## src/rtl/seg7_pkg.sv

```systemverilog
// Shared constants for the 7-segment scan controller: default geometry, segment
// patterns ({G,F,E,D,C,B,A}, active high) and the scan FSM state type.
package seg7_pkg;

    localparam int N_DIG_DEF     = 4;
    localparam int SLOT_CYC_DEF  = 1000;
    localparam int BLANK_CYC_DEF = 8;

    localparam logic [6:0] SEG_0     = 7'h3F;
    localparam logic [6:0] SEG_1     = 7'h06;
    localparam logic [6:0] SEG_2     = 7'h5B;
    localparam logic [6:0] SEG_3     = 7'h4F;
    localparam logic [6:0] SEG_4     = 7'h66;
    localparam logic [6:0] SEG_5     = 7'h6D;
    localparam logic [6:0] SEG_6     = 7'h7D;
    localparam logic [6:0] SEG_7     = 7'h07;
    localparam logic [6:0] SEG_8     = 7'h7F;
    localparam logic [6:0] SEG_9     = 7'h6F;
    localparam logic [6:0] SEG_BLANK = 7'h00;

    typedef enum logic {
        ST_BLANK = 1'b0,
        ST_SHOW  = 1'b1
    } scan_state_t;

endpackage

```

## src/rtl/seg7_digit_dec.sv

```systemverilog
// Combinational BCD to 7-segment decoder; codes 10-15 produce an unlit digit.
module seg7_digit_dec
    import seg7_pkg::*;
(
    input  logic [3:0] bcd,
    output logic [6:0] seg
);

    always_comb begin
        case (bcd)
            4'd0:    seg = SEG_0;
            4'd1:    seg = SEG_1;
            4'd2:    seg = SEG_2;
            4'd3:    seg = SEG_3;
            4'd4:    seg = SEG_4;
            4'd5:    seg = SEG_5;
            4'd6:    seg = SEG_6;
            4'd7:    seg = SEG_7;
            4'd8:    seg = SEG_8;
            4'd9:    seg = SEG_9;
            default: seg = SEG_BLANK;
        endcase
    end

endmodule

```

## src/rtl/seg7_scan_ctrl.sv

```systemverilog
// Multiplexed N-digit 7-segment scan controller with frame-synchronous data update.
// Define SEG7_LZB_EN to blank leading zeros (digit 0 is always shown).
module seg7_scan_ctrl
    import seg7_pkg::*;
#(
    parameter int N_DIG     = N_DIG_DEF,
    parameter int SLOT_CYC  = SLOT_CYC_DEF,
    parameter int BLANK_CYC = BLANK_CYC_DEF
) (
    input  logic               clk,
    input  logic               rst_n,
    input  logic               load,
    input  logic [4*N_DIG-1:0] value,
    input  logic [N_DIG-1:0]   dp_in,
    output logic [6:0]         seg,
    output logic               dp,
    output logic [N_DIG-1:0]   an,
    output logic               frame_done
);

    localparam int CNT_W = $clog2(SLOT_CYC);
    localparam int IDX_W = $clog2(N_DIG);
    localparam logic [CNT_W-1:0] CNT_LAST     = CNT_W'(SLOT_CYC - 1);
    localparam logic [CNT_W-1:0] CNT_BLK_LAST = CNT_W'(BLANK_CYC - 1);
    localparam logic [IDX_W-1:0] IDX_LAST     = IDX_W'(N_DIG - 1);

    scan_state_t        state;
    logic [CNT_W-1:0]   cnt;
    logic [IDX_W-1:0]   idx;
    logic [4*N_DIG-1:0] pend_val;
    logic [4*N_DIG-1:0] disp_val;
    logic [N_DIG-1:0]   pend_dp;
    logic [N_DIG-1:0]   disp_dp;
    logic               pend_vld;
    logic               frame_wrap;
    logic [3:0]         cur_code;
    logic [6:0]         seg_dec;
    logic [6:0]         seg_show;
    logic [N_DIG-1:0]   an_sel;

    assign frame_wrap = (cnt == CNT_LAST) && (idx == IDX_LAST);
    assign cur_code   = disp_val[4*idx +: 4];

    seg7_digit_dec u_dec (
        .bcd (cur_code),
        .seg (seg_dec)
    );

`ifdef SEG7_LZB_EN
    // A digit is a leading zero when it and every more significant digit are zero.
    logic lz_run;
    logic lz_blank;

    always_comb begin
        lz_run   = 1'b1;
        lz_blank = 1'b0;
        for (int i = N_DIG - 1; i >= 1; i--) begin
            lz_run = lz_run && (disp_val[4*i +: 4] == 4'd0);
            if (idx == IDX_W'(i)) begin
                lz_blank = lz_run;
            end
        end
    end

    assign seg_show = lz_blank ? SEG_BLANK : seg_dec;
`else
    assign seg_show = seg_dec;
`endif

    always_comb begin
        an_sel      = '0;
        an_sel[idx] = 1'b1;
    end

    always_ff @(posedge clk or negedge rst_n) begin
        if (!rst_n) begin
            state      <= ST_BLANK;
            cnt        <= '0;
            idx        <= '0;
            pend_val   <= '0;
            pend_dp    <= '0;
            pend_vld   <= 1'b0;
            disp_val   <= '0;
            disp_dp    <= '0;
            seg        <= SEG_BLANK;
            dp         <= 1'b0;
            an         <= '0;
            frame_done <= 1'b0;
        end else begin
            // slot timing and digit index
            if (cnt == CNT_LAST) begin
                cnt   <= '0;
                idx   <= (idx == IDX_LAST) ? '0 : idx + 1'b1;
                state <= ST_BLANK;
            end else begin
                cnt <= cnt + 1'b1;
                if (cnt == CNT_BLK_LAST) begin
                    state <= ST_SHOW;
                end
            end

            // pending data only reaches the display at a frame boundary
            if (frame_wrap) begin
                if (load) begin
                    disp_val <= value;
                    disp_dp  <= dp_in;
                end else if (pend_vld) begin
                    disp_val <= pend_val;
                    disp_dp  <= pend_dp;
                end
                pend_vld <= 1'b0;
            end else if (load) begin
                pend_val <= value;
                pend_dp  <= dp_in;
                pend_vld <= 1'b1;
            end

            // registered outputs, one cycle behind the scan state
            frame_done <= frame_wrap;
            if (state == ST_SHOW) begin
                an  <= an_sel;
                seg <= seg_show;
                dp  <= disp_dp[idx];
            end else begin
                an  <= '0;
                seg <= SEG_BLANK;
                dp  <= 1'b0;
            end
        end
    end

endmodule

```

## config.mk

```make
export PLATFORM = sky130hd
export DESIGN_NAME = seg7_scan_ctrl
export DESIGN_NICKNAME = d
export VERILOG_FILES = /design/src/rtl/seg7_pkg.sv /design/src/rtl/seg7_digit_dec.sv /design/src/rtl/seg7_scan_ctrl.sv
export SDC_FILE = /design/constraint.sdc
export NUM_CORES = 1
export LEC_CHECK = 0
export ABC_AREA = 1
export ABC_CLOCK_PERIOD_IN_PS = 1900
export CORE_MARGIN = 1.5
export CORE_UTILIZATION = 30
export CTS_CLUSTER_SIZE = 25
export DETAILED_ROUTE_END_ITERATION = 6
export GPL_TIMING_DRIVEN = 0
export PLACE_DENSITY = 0.56
export SYNTH_ARGS = -nofsm -noshare
export SYNTH_HDL_FRONTEND = slang
export SYNTH_SLANG_ARGS = --single-unit
```

## constraint.sdc

```tcl
create_clock -name clk -period 1.9 [get_ports clk]
set_input_delay 0.38 -clock clk [delete_from_list [all_inputs] [get_ports clk]]
set_output_delay 0.38 -clock clk [all_outputs]
set_load 0.03 [all_outputs]
```

# After elaboration in Yosys (flattened, before gate mapping)
# Memory sizes are Yosys's and may differ from the RTL's.
# Index checks and enable logic that the tools add are counted.
dict set report classes {
  mul 0
  add_sub_neg 2
  n_reduce_logical 7
  mux 17
  shifts 1
  n_eq_ne 3
  n_div 0
  bitwise_logic 1
  n_lt_le_gt_ge 2
}
# cell count
set op_table {}
lappend op_table {{$mux W16} 2}
lappend op_table {{$shiftx A16 B5 Y4} 1}
lappend op_table {{$mux W4} 3}
lappend op_table {{$add A10 B1 Y10 const B} 1}
lappend op_table {{$eq A10 B10 Y1 const B} 1}
lappend op_table {{$eq A10 B3 Y1 const B} 1}
lappend op_table {{$mux W10} 1}
lappend op_table {{$mux W1} 7}
lappend op_table {{$mux W7} 1}
lappend op_table {{$reduce_bool A2 Y1} 3}
lappend op_table {{$reduce_and A2 Y1} 2}
lappend op_table {{$lt A2 B3 Y1 const B} 1}
lappend op_table {{$add A2 B1 Y2 const B} 1}
lappend op_table {{$bmux W1 S2} 1}
lappend op_table {{$demux W1 S2} 1}
lappend op_table {{$eq A2 B2 Y1 const B} 1}
lappend op_table {{$ge A2 B1 Y1 const B} 1}
lappend op_table {{$logic_and A1 B1 Y1} 2}
lappend op_table {{$mux W2} 1}
lappend op_table {{$not A1 Y1} 1}
dict set report totals {
  latch_bits 0
  memories 1
  register_bits 67
  romBits 112
  output_inout_bits 13
  ramBits 0
  in_bits 23
  elab_cells 46
}
# memory words word_bits rd rd_clocked_by_memory_dff write_ports line
set memory_table {}
lappend memory_table {{(name not given)} 16 7 1 0 0 seg7_digit_dec.sv:10} ;# case (bcd)

# Depth between registers and ports, before layout
# Gate-level depths: netlist of the first run.
dict set report depth {
  ltp_word 5
  depth_mapped 12
  mapped_depth_nobuf 11
}

# Hierarchy
# From an unflattened synthesis of the first run, not the netlist that was laid out.
dict set report hier_totals {
  cells_unflattened 433
  hier_area_um2 3408.3
}
# module instances area_each_um2 seq_area_each_um2 cells_each
set modules_own_cells {}
lappend modules_own_cells {seg7_scan_ctrl 1 3198.1 1676.6 394}
lappend modules_own_cells {seg7_digit_dec 1 210.2 0.0 39}

# Worst setup path before layout of the first run
# Ideal clock, no wire load.
dict set report synth_timing {
  path_kind {flip-flop to flip-flop}
  start {register idx[0]}
  end {register seg[3]}
  arrival_ps 1429
  setup_time_ps 121
  required_ps 1779
  stages_incl_launch_ff 11
  n_path_buf 1
  slack_ps 350
  period_less_slack_ps 1550
  cell_sequence {dfrtp_1 > inv_2 > buf_2 > nand2_1 > nand3_1 > nand2_1 > ha_1 > nand3_1 > nand2_1 > nor2_1 > nor2_1}
}
dict set report synth_via {
  elab_chain_len 3
}
# item line
set synth_rtl {}
lappend synth_rtl {{start: declaration} seg7_scan_ctrl.sv:29} ;# logic [IDX_W-1:0] idx;
lappend synth_rtl {{start signal: assignment} seg7_scan_ctrl.sv:93} ;# idx <= (idx == IDX_LAST) ? '0 : idx + 1'b1;
lappend synth_rtl {{$shiftx A16 B5 Y4} seg7_scan_ctrl.sv:42} ;# assign cur_code = disp_val[4*idx +: 4];
lappend synth_rtl {{$mem_v2 Z16 W7} --}
lappend synth_rtl {{$mux W7} seg7_scan_ctrl.sv:120} ;# if (state == ST_SHOW) begin
lappend synth_rtl {{end signal: assignment} seg7_scan_ctrl.sv:122} ;# seg <= seg_show;
lappend synth_rtl {{end: declaration} seg7_scan_ctrl.sv:15} ;# output logic [6:0] seg,
# No other way between the ends.
# A chain may end at the register's enable or synchronous reset.

# Worst setup path after layout of the first run
dict set report layout_timing {
  start {register idx[1]}
  end {register seg[3]}
}
# The elaborated chain is that of the path after synthesis.

==> reports/results.ini, run 1 <==
[logic_synthesis]
syn_inst = 429
ys_top_cells_by_area = dfrtp_1 50%, nand2_1 18%, nand3_1 5.1%
ys.flop_type = dfrtp_1
synth_top_area_cell = dfrtp_1
ys_types = 23
synth_edf_count = 0
syn_nets = 462
synth_simple_gate_area_share = 0.317
synth_top_family_by_area = simple AND/OR/NAND/NOR gates
synth-seq-area-share = 0.504
synth-adder-area-share = 0.0376
synthMuxAreaShare = 0
ys_seq_elements = 67
netlist_area_mm2 = 0.00332
synth_compound_area_frac = 0.0501
postSynthAreaPerCell_um2 = 7.75
synth-xor-area-share = 0.00527
yosys_warnings = 0
async_flop_share = 1.00
synth_top_cell_area_share = 0.504

[floorplan]
die_h_um = 108
dieArea_mm2 = 0.0117
io_pins = 36
fp-row-count = 38
start_util = 0.307
core-area_mm2 = 0.0108
fp.dieW_um = 108

[critical_path]
crit_path_end_kind = flip-flop
slowest_stage = dfrtp_1
rr_startpoint = idx[1]$_DFFE_PN0N_
r2r_cells = 8
worst-setup-path-type = reg2reg
cp_max_fo = 9
r2r_slack_ns = 0.18
cpPeakStageDelay_ns = 0.54
path_cells = inv_2 > nand3_1 > nand2_1 > ha_1 > nand3_1 > nand2_1 > nor2_1 > nor2_1
startpoint_type = flip-flop
crit_required_ns = 2.13
crit_arrival_ns = 1.95
r2r-end = seg[3]$_DFF_PN0_

[finish]
antenna_cells = 0
layout_common_cells = 156 x nand2_1, 67 x dfrtp_1, 41 x inv_1, 34 x nand3_1, 33 x clkdlybuf4s50_1
nFillCells = 1164
area_delta_synth_final_pct = 21.6
fin_area_mm2 = 0.00404
drive_gt1_frac = 0.0732
fin_nets = 506
final_common_cell = nand2_1

[timing]
hold_viol = 0
finalCritPeriodShare = 0.906
rsz0062_at_grt = no
tightestPinTransition_ns = 0.847
whs_ns = 0.147
period_minus_slack_ns = 1.72
fmax_ghz = 0.581
slew_headroom = 0.435
maxSlewViolCount = 0
fin_skew_ns = 0.0109
setup_viol = 0

[grt]
grt_overflow = 0
grt_pass1_wl_um = 12500
antenna_found_initial = 0
grt_use_total = 0.138
grt_max_degree = 68
grt_pass1_vias = 2624

[placement]
dp_hpwl_um = 5170
gp_congestion = 0.758
io_buffers = 34
place_area_mm2 = 0.00384

[outcome]
status = finished, final reports clean

[cts]
clk_latency_ns = 0.34
cts_tree = built
cts_buffers = 9
cts-root-buf = clkbuf_8
clock-sinks = 67
ctsResizeCount = 0
clockBufferDepth = 2
path_clk_slew_ns = 0.07
htreeDepth = 3

[power]
p_per_area_mw_per_mm2 = 725
leakagePower_nw = 2.11
power_mw = 2.93
ir_drop_v = 0.000354

[route]
vias_per_cell = 4.45
vias = 2752
ant_nets = 0
drt_wl_total_um = 7200
drc = 0
first_iter_violations = 117
avgRoutedWirePerCell_um = 11.7
first_pass_iters = 4

[flow_run]
maxCapViolations = 0

[min_path]
min_path_type = in2async

-- cell usage after synthesis, types with 2 or more instances --
cell      instances
inv_1            41
clkbuf_1          7
nor3_1            2
nand3_2           2
inv_2             4
nand3_1          34
nor2_1           31
nand4_1          20
buf_4             6
ha_1             10
buf_2             6
a21oi_1           7
o21ai_0          25
dfrtp_1          67
buf_1             3
xor2_1            2
nand2_1         156
-- layer usage --
metal  up-vias  routed length [um]  GRT usage
li1       1432                   -          -
met1      1270                3550      0.184
met3         4                 306     0.0368
met4         0                  48     0.0517
met5         -                   0          0
met2        46                3290      0.214
-- sequential cells by signal, summed over array words and instances (netlist names) --
register    cells
frame_done      1
dp              1
state           1
disp_val       16
pend_dp         4
cnt            10
pend_val       16
seg             7
idx             2
an              4
disp_dp         4
pend_vld        1
-- cell families after synthesis --
| group | Yosys count |
|---|---|
| xor gates and xnor gates | 2 |
| and+or+nand+nor | 249 |
| buffers and inverters | 68 |
| AOI/OAI and AO/OA | 33 |
| adders and majority gates | 10 |
| DFF | 67 |
-- worst max path at each step --
stage               slack (ns)  cells past startpoint               start                      end
detailed placement        0.09                     10  idx[0]$_DFFE_PN0N_         seg[3]$_DFF_PN0_
global route             0.003                     10  idx[1]$_DFFE_PN0N_         seg[6]$_DFF_PN0_
floorplan                 0.35                     10  idx[0]$_DFFE_PN0N_         seg[3]$_DFF_PN0_
finish                    0.18                      8  idx[1]$_DFFE_PN0N_         seg[3]$_DFF_PN0_
global placement         -1.88                      1               rst_n  pend_val[1]$_DFFE_PN0P_
CTS                       0.08                     10  idx[0]$_DFFE_PN0N_         seg[3]$_DFF_PN0_
-- worst max-delay path, delay by kind of cell (launching register included) --
| kind | cells | cell delay (ns) |
|---|---|---|
| adders and majority gates | 1 | 0.33 |
| DFF | 1 | 0.54 |
| and+or+nand+nor | 6 | 0.57 |
| buffers and inverters | 1 | 0.16 |
-- final cells by class --
cell class	count	area, um^2	area share
flip-flops and latches	67	1680	0.415
multi-input cells	294	1360	0.337
repair buffers	34	338	0.0836
well taps	140	175	0.0433
inverters	46	174	0.0430
clock buffers	11	131	0.0325
plain buffers	21	108	0.0266
clock inverters	5	77.6	0.0192
-- metrics by stage --
stage,util,std cells,TNS (ns),setup slack [ns]
after global placement,0.354,603,-125.59,-1.88
after global routing,0.373,618,0,0.00301
after detailed placement,0.354,603,0,0.0867
after CTS,0.373,619,0,0.0775
after floorplan,-,429,0,0.350
final,0.373,618,0,0.179
-- timing repair --
| action | CTS | global route |
|---|---|---|
| setup buffers | 0 | 0 |
| endpoints found under the setup margin | 0 | 4 |
| hold buffers | 0 | 0 |
-- power by group --
group	switching, mW	internal, mW	leakage (nW)
Combinational	0.113	0.0800	1.17
Clock	0.520	0.735	0.103
Sequential	0.0191	1.46	0.839
Total	0.652	2.28	2.11
Note: power is estimated with default switching activity, not from simulation.
==> run 2, diff against run 1 <==
--- a/config.mk
+++ b/config.mk
@@ -13,4 +13,5 @@
 export DETAILED_ROUTE_END_ITERATION = 6
 export GPL_TIMING_DRIVEN = 0
+export MAX_ROUTING_LAYER = met4
 export PLACE_DENSITY = 0.56
 export SYNTH_ARGS = -nofsm -noshare
==> constraint.sdc (replaced) <==
create_clock -name clk -period 1.9 [get_ports clk]
set_input_delay 0.38 -clock clk [delete_from_list [all_inputs] [get_ports clk]]
set_output_delay 0.38 -clock clk [all_outputs]
set_load 0.02 [all_outputs]
==> reports/results.ini, run 2 (same netlist as run 1, synthesis figures left out) <==
[outcome]
status = finished, final reports clean

[timing]
slew_headroom = 0.434
period_minus_slack_ns = 1.72
rsz0062_at_grt = no
setup_viol = 0
tightestPinTransition_ns = 0.848
whs_ns = 0.156
finalCritPeriodShare = 0.907
fmax_ghz = 0.580
fin_ws_ns = 0.177
maxSlewViolCount = 0
fin_skew_ns = 0.0111
hold_viol = 0

[cts]
clk_latency_ns = 0.34
hold_buffers = 0
htreeDepth = 3
path_clk_slew_ns = 0.07
ctsResizeCount = 0
cts_tree = built
cts_buffers = 9
clock-sinks = 67
clockBufferDepth = 2
cts_setup_buffers = 0
cts-root-buf = clkbuf_8

[finish]
area_delta_synth_final_pct = 21.6
nFillCells = 1164
fin_nets = 506
antenna_cells = 0
final_common_cell = nand2_1
drive_gt1_frac = 0.0732
top_regs = disp_val (16), pend_val (16), cnt (10)
fin_cells = 618
final_core_util = 0.373
layout_common_cells = 156 x nand2_1, 67 x dfrtp_1, 41 x inv_1, 34 x nand3_1, 33 x clkdlybuf4s50_1

[grt]
grt_pass1_wl_um = 12600
antenna_found_initial = 0
grt_max_degree = 68
grt_pass1_vias = 2626
grt_overflow = 0
grt_use_total = 0.142

[placement]
place_worst_setup_slack_ns = 0.0867
dp_hpwl_um = 5170
dp.cells = 603
io_buffers = 34
gp_congestion = 0.768

[route]
drt_wl_total_um = 7180
first_pass_iters = 4
drc = 0
vias = 2754
avgRoutedWirePerCell_um = 11.6
ant_nets = 0
first_iter_violations = 111
vias_per_cell = 4.46

[critical_path]
startpoint_type = flip-flop
crit_path_end_kind = flip-flop
crit_arrival_ns = 1.95
crit_required_ns = 2.12
worst-setup-path-type = reg2reg
cp_max_fo = 9

[power]
p_per_area_mw_per_mm2 = 725
ir_drop_v = 0.000354
power_mw = 2.93
leakagePower_nw = 2.11

[floorplan]
start_util = 0.307
die_h_um = 108
fp.dieW_um = 108
core-area_mm2 = 0.0108
io_pins = 36
dieArea_mm2 = 0.0117
fp-row-count = 38

[flow_run]
maxCapViolations = 0

[min_path]
min_path_type = in2async

-- run 2: cell counts in the layout (fill, tap and decap cells not counted) --
No cell type changed its count.
-- run 2: power by group --
part | switching (mW) | internal, mW
Sequential | 0.0189 | 1.46
Clock | 0.520 | 0.735
Combinational | 0.113 | 0.0800
Total | 0.652 | 2.28
-- run 2: through the flow --
step / area [um^2] / TNS, ns
after global routing: 4040 / 0
after detailed placement: 3840 / 0
after CTS: 4050 / 0
final: 4040 / 0
after global placement: 3840 / -125.59
after floorplan: 3320 / 0
-- run 2: worst max-delay path: stages, from the launching register on --
cell	delay, ns
dfrtp_1	0.54
inv_2	0.16
nand3_1	0.12
nand2_1	0.15
ha_1	0.33
nand3_1	0.11
nand2_1	0.06
nor2_1	0.08
nor2_1	0.05
-- run 2: final timing paths --
kind | from | end | slack (ns) | depth (start not counted)
worst min register to register | cnt[0]$_DFF_PN0_ | cnt[0]$_DFF_PN0_ | 0.47 | 1
min in group clk | cnt[0]$_DFF_PN0_ | cnt[0]$_DFF_PN0_ | 0.47 | 1
worst min-delay path | rst_n | frame_done$_DFF_PN0_ | 0.16 | 1
max in group asynchronous | rst_n | disp_dp[2]$_DFFE_PN0P_ | 1.20 | 1
worst max register to register | idx[1]$_DFFE_PN0N_ | seg[3]$_DFF_PN0_ | 0.18 | 8
worst max-delay path | idx[1]$_DFFE_PN0N_ | seg[3]$_DFF_PN0_ | 0.18 | 8
-- run 2: final cells by class --
cell class	instances	area [um^2]	area share
Sequential cell	67	1680	0.415
Clock buffer	11	131	0.0325
Inverter	46	174	0.0430
Timing Repair Buffer	34	338	0.0836
Multi-Input combinational cell	294	1360	0.337
Tap cell	140	175	0.0433
Buffer	21	108	0.0266
Clock inverter	5	77.6	0.0192
-- run 2: routing by layer --
layer  GRT usage  share of wire
met5           -              0
met2       0.213           0.46
met3      0.0362          0.041
met1       0.185           0.50
met4      0.0517         0.0054
